`src/rtl/pts_tx_ctrl.sv`:
```
// Transmit-side sequencer for a parallel-to-serial shift register: buffers one word,
// then paces the SR's load/shift enables at one bit per CLKS_PER_BIT clocks.
module pts_tx_ctrl #(
    parameter int NUM_BITS     = 8,
    parameter int CLKS_PER_BIT = 8
) (
    input  logic                clk,
    input  logic                n_rst,
    input  logic [NUM_BITS-1:0] in_data,
    input  logic                in_valid,
    output logic                in_ready,
    input  logic                abort,
    output logic                pts_load,
    output logic                pts_shift,
    output logic [NUM_BITS-1:0] pts_data,
    output logic                busy,
    output logic                word_done
);

    localparam int TW = (CLKS_PER_BIT > 1) ? $clog2(CLKS_PER_BIT) : 1;
    localparam int CW = $clog2(NUM_BITS);
    localparam logic [TW-1:0] TIMER_LAST = TW'(CLKS_PER_BIT - 1);
    localparam logic [CW-1:0] CNT_LAST   = CW'(NUM_BITS - 1);

    typedef enum logic {
        IDLE,
        SHIFT
    } state_e;

    state_e                state_q, state_d;
    logic                  buf_full_q, buf_full_d;
    logic [NUM_BITS-1:0]   buf_q, buf_d;
    logic [TW-1:0]         timer_q, timer_d;
    logic [CW-1:0]         cnt_q, cnt_d;
    logic                  load_c, shift_c, done_c;
    logic                  period_end;

    assign period_end = (state_q == SHIFT) && (timer_q == TIMER_LAST);

    always_comb begin
        // NOTE: every signal gets a default up front so no path leaves it unassigned (no latches).
        state_d    = state_q;
        buf_full_d = buf_full_q;
        buf_d      = buf_q;
        timer_d    = timer_q;
        cnt_d      = cnt_q;
        load_c     = 1'b0;
        shift_c    = 1'b0;
        done_c     = 1'b0;

        if (abort) begin
            // Loading all-ones forces the line idle-high immediately.
            load_c     = 1'b1;
            buf_full_d = 1'b0;
            timer_d    = '0;
            cnt_d      = '0;
            state_d    = IDLE;
        end else begin
            if (in_valid && !buf_full_q) begin
                buf_d      = in_data;
                buf_full_d = 1'b1;
            end

            case (state_q)
                IDLE: begin
                    if (buf_full_q) begin
                        load_c     = 1'b1;
                        buf_full_d = 1'b0;
                        timer_d    = '0;
                        cnt_d      = '0;
                        state_d    = SHIFT;
                    end
                end
                SHIFT: begin
                    timer_d = period_end ? '0 : timer_q + 1'b1;
                    if (period_end) begin
                        if (cnt_q != CNT_LAST) begin
                            shift_c = 1'b1;
                            cnt_d   = cnt_q + 1'b1;
                        end else begin
                            done_c = 1'b1;
                            cnt_d  = '0;
                            // A pending word replaces the last shift so words chain with no gap.
                            if (buf_full_q) begin
                                load_c     = 1'b1;
                                buf_full_d = 1'b0;
                            end else begin
                                shift_c = 1'b1;
                                state_d = IDLE;
                            end
                        end
                    end
                end
                default: state_d = IDLE;
            endcase
        end
    end

    // NOTE: sequential state uses non-blocking assignments so all registers update together.
    always_ff @(posedge clk or negedge n_rst) begin
        if (!n_rst) begin
            state_q    <= IDLE;
            buf_full_q <= 1'b0;
            buf_q      <= '1;
            timer_q    <= '0;
            cnt_q      <= '0;
        end else begin
            state_q    <= state_d;
            buf_full_q <= buf_full_d;
            buf_q      <= buf_d;
            timer_q    <= timer_d;
            cnt_q      <= cnt_d;
        end
    end

    assign in_ready  = !buf_full_q;
    assign busy      = (state_q != IDLE) || buf_full_q;
    assign pts_data  = abort ? '1 : buf_q;
    assign pts_load  = load_c;
    assign pts_shift = shift_c;
    assign word_done = done_c;

endmodule

```
`config.mk`:
```
export PLATFORM = sky130hd
export DESIGN_NAME = pts_tx_ctrl
export DESIGN_NICKNAME = d
export VERILOG_FILES = /design/src/rtl/pts_tx_ctrl.sv
export SDC_FILE = /design/constraint.sdc
export NUM_CORES = 1
export LEC_CHECK = 0
export CAP_MARGIN = 5
export CORE_AREA = 2 2 50 52
export CTS_CLUSTER_DIAMETER = 120
export CTS_CLUSTER_SIZE = 40
export DETAILED_ROUTE_END_ITERATION = 10
export DIE_AREA = 0 0 52 54
export PLACE_DENSITY = 0.66
export SYNTH_ARGS = -nofsm -noshare
export SYNTH_HDL_FRONTEND = slang
export SYNTH_SLANG_ARGS = --single-unit
```
`constraint.sdc`:
```
create_clock -name clk -period 1.95 [get_ports clk]
set_input_delay 0.2925 -clock clk [delete_from_list [all_inputs] [get_ports clk]]
set_output_delay 0.2925 -clock clk [all_outputs]
set_load 0.1 [all_outputs]
```
==> results.toml, run 1 <==
[outcome]
outcome = "complete, no violations"

[route]
vias = 613
wl_per_cell_microns = 12.5
drt-initial-drc-count = 5
drcViolationCount = 0
via_per_inst = 4.72
totalWireLength_microns = 1630
firstDrtPassIters = 4
ant_nets = 0

[clock_tree]
cts_buffers = 3
clock-sinks = 16
path_clk_slew_ps = 90
ctsHoldBuffers = 0
htree_num_levels = 1
tritoncts = "done"
clk_latency_ps = 280
clock_path_buffers = 2
ctsRootBufferMaster = "clkbuf_4"

[worst_setup_path]
worst-path-buf-inv = 1
startpoint = "cnt_q[0]$_DFFE_PN0P_"
rrSetupSlack_ps = 660
cp_slowest_stage_delay_ps = 400
path_cells = "ha_2, ha_4, nand2_1, nand2_1, a21o_2, buf_12"
path_common_cell = "nand2_1"
worstReg2RegStart = "buf_full_q$_DFF_PN0_"
cp_top_family = "flip-flops"
cp.required_ps = 1660
arrival_ps = 1570
startpoint_type = "register"
timing.critical_path.slowest_stage_cell = "dfrtp_1"
crit_path_max_fanout = 3
critPathKind = "reg -> out"
end_kind = "primary output"

[synth]
synth_cells = 70
ys_seq_area_frac = 0.480
synth_area_per_cell_sq_um = 12.2
synth_area_sq_um = 856
synth_nets = 87
yosysWarningCount = 0
synth_cell_types = 23
ys_seq_elements = 16

[global_routing]
grt_overflow = 0
grt_pass1_wl_microns = 2630
grt.total_usage = 0.127
antenna_found_initial = 0
grt_pass1_vias = 597
grt_max_degree = 17

[pwr]
p_seq_frac = 0.385
power.internal_mw = 0.692
max-vdd-ir-drop_uv = 569
total_power_mw = 1.08
powerDensity_nw_per_um2 = 774
p_leak_nw = 0.614
power_switching_mw = 0.386
swShare = 0.358
p_comb_frac = 0.416
clockPowerShare = 0.199

[floorplanning]
ios = 25
die_area_sq_um = 2810
die_h_microns = 54
coreArea_sq_um = 2320
fp.dieW_microns = 52
start_util = 0.369
row_count = 18

[sta]
fmax_mhz = 536
rsz0062_at_grt = "true"
worst_pin_slew_ps = 330
fin_skew_ps = 0.944
maxSlewViolCount = 0
finalCriticalPeriod_ps = 1870
fin_crit_sh = 0.958
relSlewSlack = 0.780
hold_viol_final = 0
setup_violations = 0

[final_layout]
n_antenna_cell = 0
stdcell_area_sq_um = 1390
nFillCells = 182
fin_nets = 118
final_common_cell = "buf_12"
area_delta_synth_final_pct = 62.6
final_cell_mix = "buf_12, clkdlybuf4s50_1"
layout.cells.non_filler = 130
layout-drive-gt1-share = 0.560

[placed_design]
hpwl_microns = 1230
detailed_place.area_sq_um = 1320
gp_congestion = 0.715
dp.cells = 123
port-buffer-count = 24

[min_path]
hp-class = "in -> async"

[flow_run]
cap_violations = 0
stage by stage:
stage | setup TNS (ps) | utilization | setup slack, ps | hold slack, ps
floorplan | 0 | - | 0.268 | -3.09
global placement | 0 | 0.568 | 154 | 500
detailed placement | 0 | 0.568 | 117 | 515
CTS | 0 | 0.589 | 32.1 | 338
global route | -10.6 | 0.600 | -10.6 | 332
finish | 0 | 0.600 | 82.9 | 332
synthesized netlist by cell type:
cell       number  share of area
dfrtp_1         8           0.23
dfstp_2         8           0.25
mux2_4          8           0.14
or2_2           8          0.058
nor2_1          6          0.026
ha_1            5          0.073
nand2_1         4          0.018
a21oi_1         3          0.018
a22oi_1         2          0.018
a32oi_1         2          0.020
buf_2           2          0.012
inv_1           2         0.0088
mux2i_1         2          0.023
a211oi_1        1         0.0088
a21o_2          1          0.010
clkbuf_2        1         0.0058
nand2b_4        1          0.016
nand3_1         1         0.0058
nand4bb_1       1          0.013
nor2_8          1          0.023
nor2b_1         1         0.0073
nor3b_1         1         0.0088
o21ai_0         1         0.0058
sequential cells by signal, summed over array words and instances, names as in the netlist:
signal / cells
buf_full_q: 1
timer_q: 3
state_q: 1
cnt_q: 3
buf_q: 8
power by group through the flow:
stage	clock (mW)	combinational (mW)	sequential, mW
finish	0.214	0.448	0.415
global route	0.246	0.464	0.421
CTS	0.223	0.452	0.415
detailed placement	0	0.451	0.419
global placement	0	0.448	0.421
floorplan	0	0.297	0.409
logic make-up after synthesis:
family | synth area share
AND/OR/NAND/NOR | 0.177
flip-flops | 0.480
AO/OA/AOI/OAI | 0.0804
multiplexers | 0.164
buffers and inverters | 0.0263
adder cells (fa/ha/maj) | 0.0731
layout make-up:
class / instances / area, sq um / share of cell area
multi-input cells: 49 / 479 / 0.344
repair buffers: 29 / 420 / 0.302
flip-flops and latches: 16 / 410 / 0.295
well taps: 30 / 37.5 / 0.0270
clock buffers: 4 / 36.3 / 0.0261
inverters: 2 / 7.51 / 0.00540
metal layers:
metal,share of wire,track usage
met3,0.060,0.0333
met5,0,0
met2,0.49,0.196
met4,0.0037,0.0526
met1,0.44,0.169
final timing paths:
path,cells after the start,end
hold / removal,2,timer_q[2]$_DFFE_PN0P_
setup reg to reg,3,buf_q[0]$_DFFE_PN1P_
hold reg to reg,2,timer_q[1]$_DFFE_PN0P_
max in group asynchronous,2,buf_q[1]$_DFFE_PN1P_
setup / recovery,6,pts_load
min in group clk,2,timer_q[1]$_DFFE_PN0P_
repair_timing:
| item | CTS | global route |
|---|---|---|
| setup buffers | 1 | 2 |
| endpoints found under the hold margin | 0 | 0 |
| endpoints found under the setup margin | 1 | 2 |
| resized for setup | 2 | 1 |
| pin swaps | 0 | 2 |
No activity file was read; power rests on OpenSTA's default activity.
==> run 2, diff against run 1 <==
Settings changed: SKIP_CTS_REPAIR_TIMING from default to 1, TNS_END_PERCENT from default to 50.
==> run 2 against run 1 <==
  * Highest routed layer is now met3
  * Fmax is 0.67% lower
  * Largest power group unchanged
  * Wire length rose by 3.3%
  * Via count rose by 0.16%
  * Final cell count is the same
  * Die area unchanged
  * Count of clock-buffer cells in the layout stayed put
  * Largest cell class unchanged
  * Critical path type unchanged
  * Hold slack lost 3.8 ps
  * Sequential share of layout area shrank 0.21 points
  * Clock power about the same
  * Critical path depth down 1
  * Total power grew 0.26%
  * Combinational power increased by 0.9%
==> results.toml, run 2 (synthesis gave the netlist of run 1 again) <==
[pwr]
power.internal_mw = 0.696
p_leak_nw = 0.613
powerDensity_nw_per_um2 = 771
power_switching_mw = 0.385
total_power_mw = 1.08
swShare = 0.356
clockPowerShare = 0.197
p_seq_frac = 0.384
max-vdd-ir-drop_uv = 425
p_comb_frac = 0.419

[clock_tree]
tritoncts = "done"
clock-sinks = 16
htree_num_levels = 1
clock_path_buffers = 2
cts_buffers = 3
ctsRootBufferMaster = "clkbuf_4"
path_clk_slew_ps = 90
clk_latency_ps = 280

[worst_setup_path]
arrival_ps = 1590
worstRegToRegCells = 5
reg2reg_to = "cnt_q[0]$_DFFE_PN0P_"
cp.required_ps = 1660
worstReg2RegStart = "cnt_q[1]$_DFFE_PN0P_"
critPathKind = "reg -> out"
end_kind = "primary output"
startpoint = "timer_q[0]$_DFFE_PN0P_"
worstSetupEndpoint = "word_done"
rrSetupSlack_ps = 600
crit_path_max_fanout = 8
startpoint_type = "register"

[floorplanning]
coreArea_sq_um = 2320
fp.dieW_microns = 52
row_count = 18
die_h_microns = 54
die_area_sq_um = 2810
start_util = 0.369
ios = 25

[final_layout]
fin_nets = 118
stdcell_area_sq_um = 1400
area_delta_synth_final_pct = 63.7
register_area_sq_um = 410
multiInputGateArea_sq_um = 489
nFillCells = 207
largest_reg_flops = 8
n_antenna_cell = 0
final_common_cell = "buf_12"
layout-drive-gt1-share = 0.560
reg_top3 = "buf_q: 8 flops, cnt_q: 3 flops, timer_q: 3 flops"
regMostFlops = "buf_q"
final_cell_mix = "buf_12, clkdlybuf4s50_1"

[global_routing]
grt_overflow = 0
grt_pass1_vias = 632
grt.total_usage = 0.130
grt_max_degree = 21
grt_pass1_wl_microns = 2710
antenna_found_initial = 0

[outcome]
outcome = "complete, no violations"

[sta]
fmax_mhz = 532
fin_tns_setup_ps = 0
finalCriticalPeriod_ps = 1880
setup_violations = 0
relSlewSlack = 0.785
fin_ws_ps = 70.3
fin_skew_ps = 3.29
worst_pin_slew_ps = 322
fin_crit_sh = 0.964
hold_viol_final = 0
maxSlewViolCount = 0
holdWs_ps = 328

[flow_run]
cap_violations = 0

[route]
vias = 614
drcViolationCount = 0
firstDrtPassIters = 4
ant_nets = 0
via_per_inst = 4.72
totalWireLength_microns = 1680
drt-initial-drc-count = 4
wl_per_cell_microns = 12.9

[placed_design]
hpwl_microns = 1180
port-buffer-count = 24
detailed_place.area_sq_um = 1310
gp_congestion = 0.686
pre_cts_slack_ps = 243

[min_path]
hp-class = "in -> async"
run 2: changes by cell type in the layout (fill, tap and decap cells not counted):
cell | before | now
ha_2 | 2 | 1
ha_4 | 2 | 3
run 2: area by class of cell:
| class | count | share of cell area |
|---|---|---|
| inverter | 2 | 0.00536 |
| multi-input combinational | 49 | 0.349 |
| tap | 30 | 0.0268 |
| sequential | 16 | 0.293 |
| clock buffer | 4 | 0.0259 |
| timing repair buffer | 29 | 0.300 |
run 2: metrics by stage:
step                      utilization  cells
after floorplan                     -     70
after global placement          0.564    123
after detailed placement        0.564    123
after CTS                       0.579    127
after global routing            0.604    130
final                           0.604    130
run 2: how the worst min path moves through the flow:
stage                                 from                     end  slack (ps)  cells past startpoint
floorplan                            n_rst    buf_full_q$_DFF_PN0_          -3                      0
global placement    timer_q[1]$_DFFE_PN0P_  timer_q[1]$_DFFE_PN0P_         510                      2
detailed placement    cnt_q[1]$_DFFE_PN0P_    cnt_q[1]$_DFFE_PN0P_         510                      2
CTS                                  n_rst    cnt_q[1]$_DFFE_PN0P_         330                      2
global route                         n_rst  timer_q[2]$_DFFE_PN0P_         350                      2
finish                               n_rst    cnt_q[1]$_DFFE_PN0P_         330                      2
run 2: per-layer routing:
metal | global-route usage | up-vias | part of all wire
li1 | - | 304 | -
met1 | 0.146 | 291 | 0.43
met2 | 0.238 | 19 | 0.49
met3 | 0.0444 | 0 | 0.080
met4 | 0.0263 | 0 | 0
met5 | 0 | - | 0
run 2: worst max-delay path, stage by stage (launching register included):
cell and delay (ps):
dfrtp_1 370, ha_2 200, ha_4 180, nand2_2 100, nor3b_4 250, buf_12 200
run 2: power by group through the flow:
stage / registers, mW / clock network (mW) / logic (mW)
6_report: 0.415 / 0.213 / 0.452
5_1_grt: 0.421 / 0.237 / 0.470
4_1_cts: 0.416 / 0.220 / 0.451
3_5_place_dp: 0.419 / 0 / 0.451
3_3_place_gp: 0.420 / 0 / 0.448
2_1_floorplan: 0.409 / 0 / 0.297
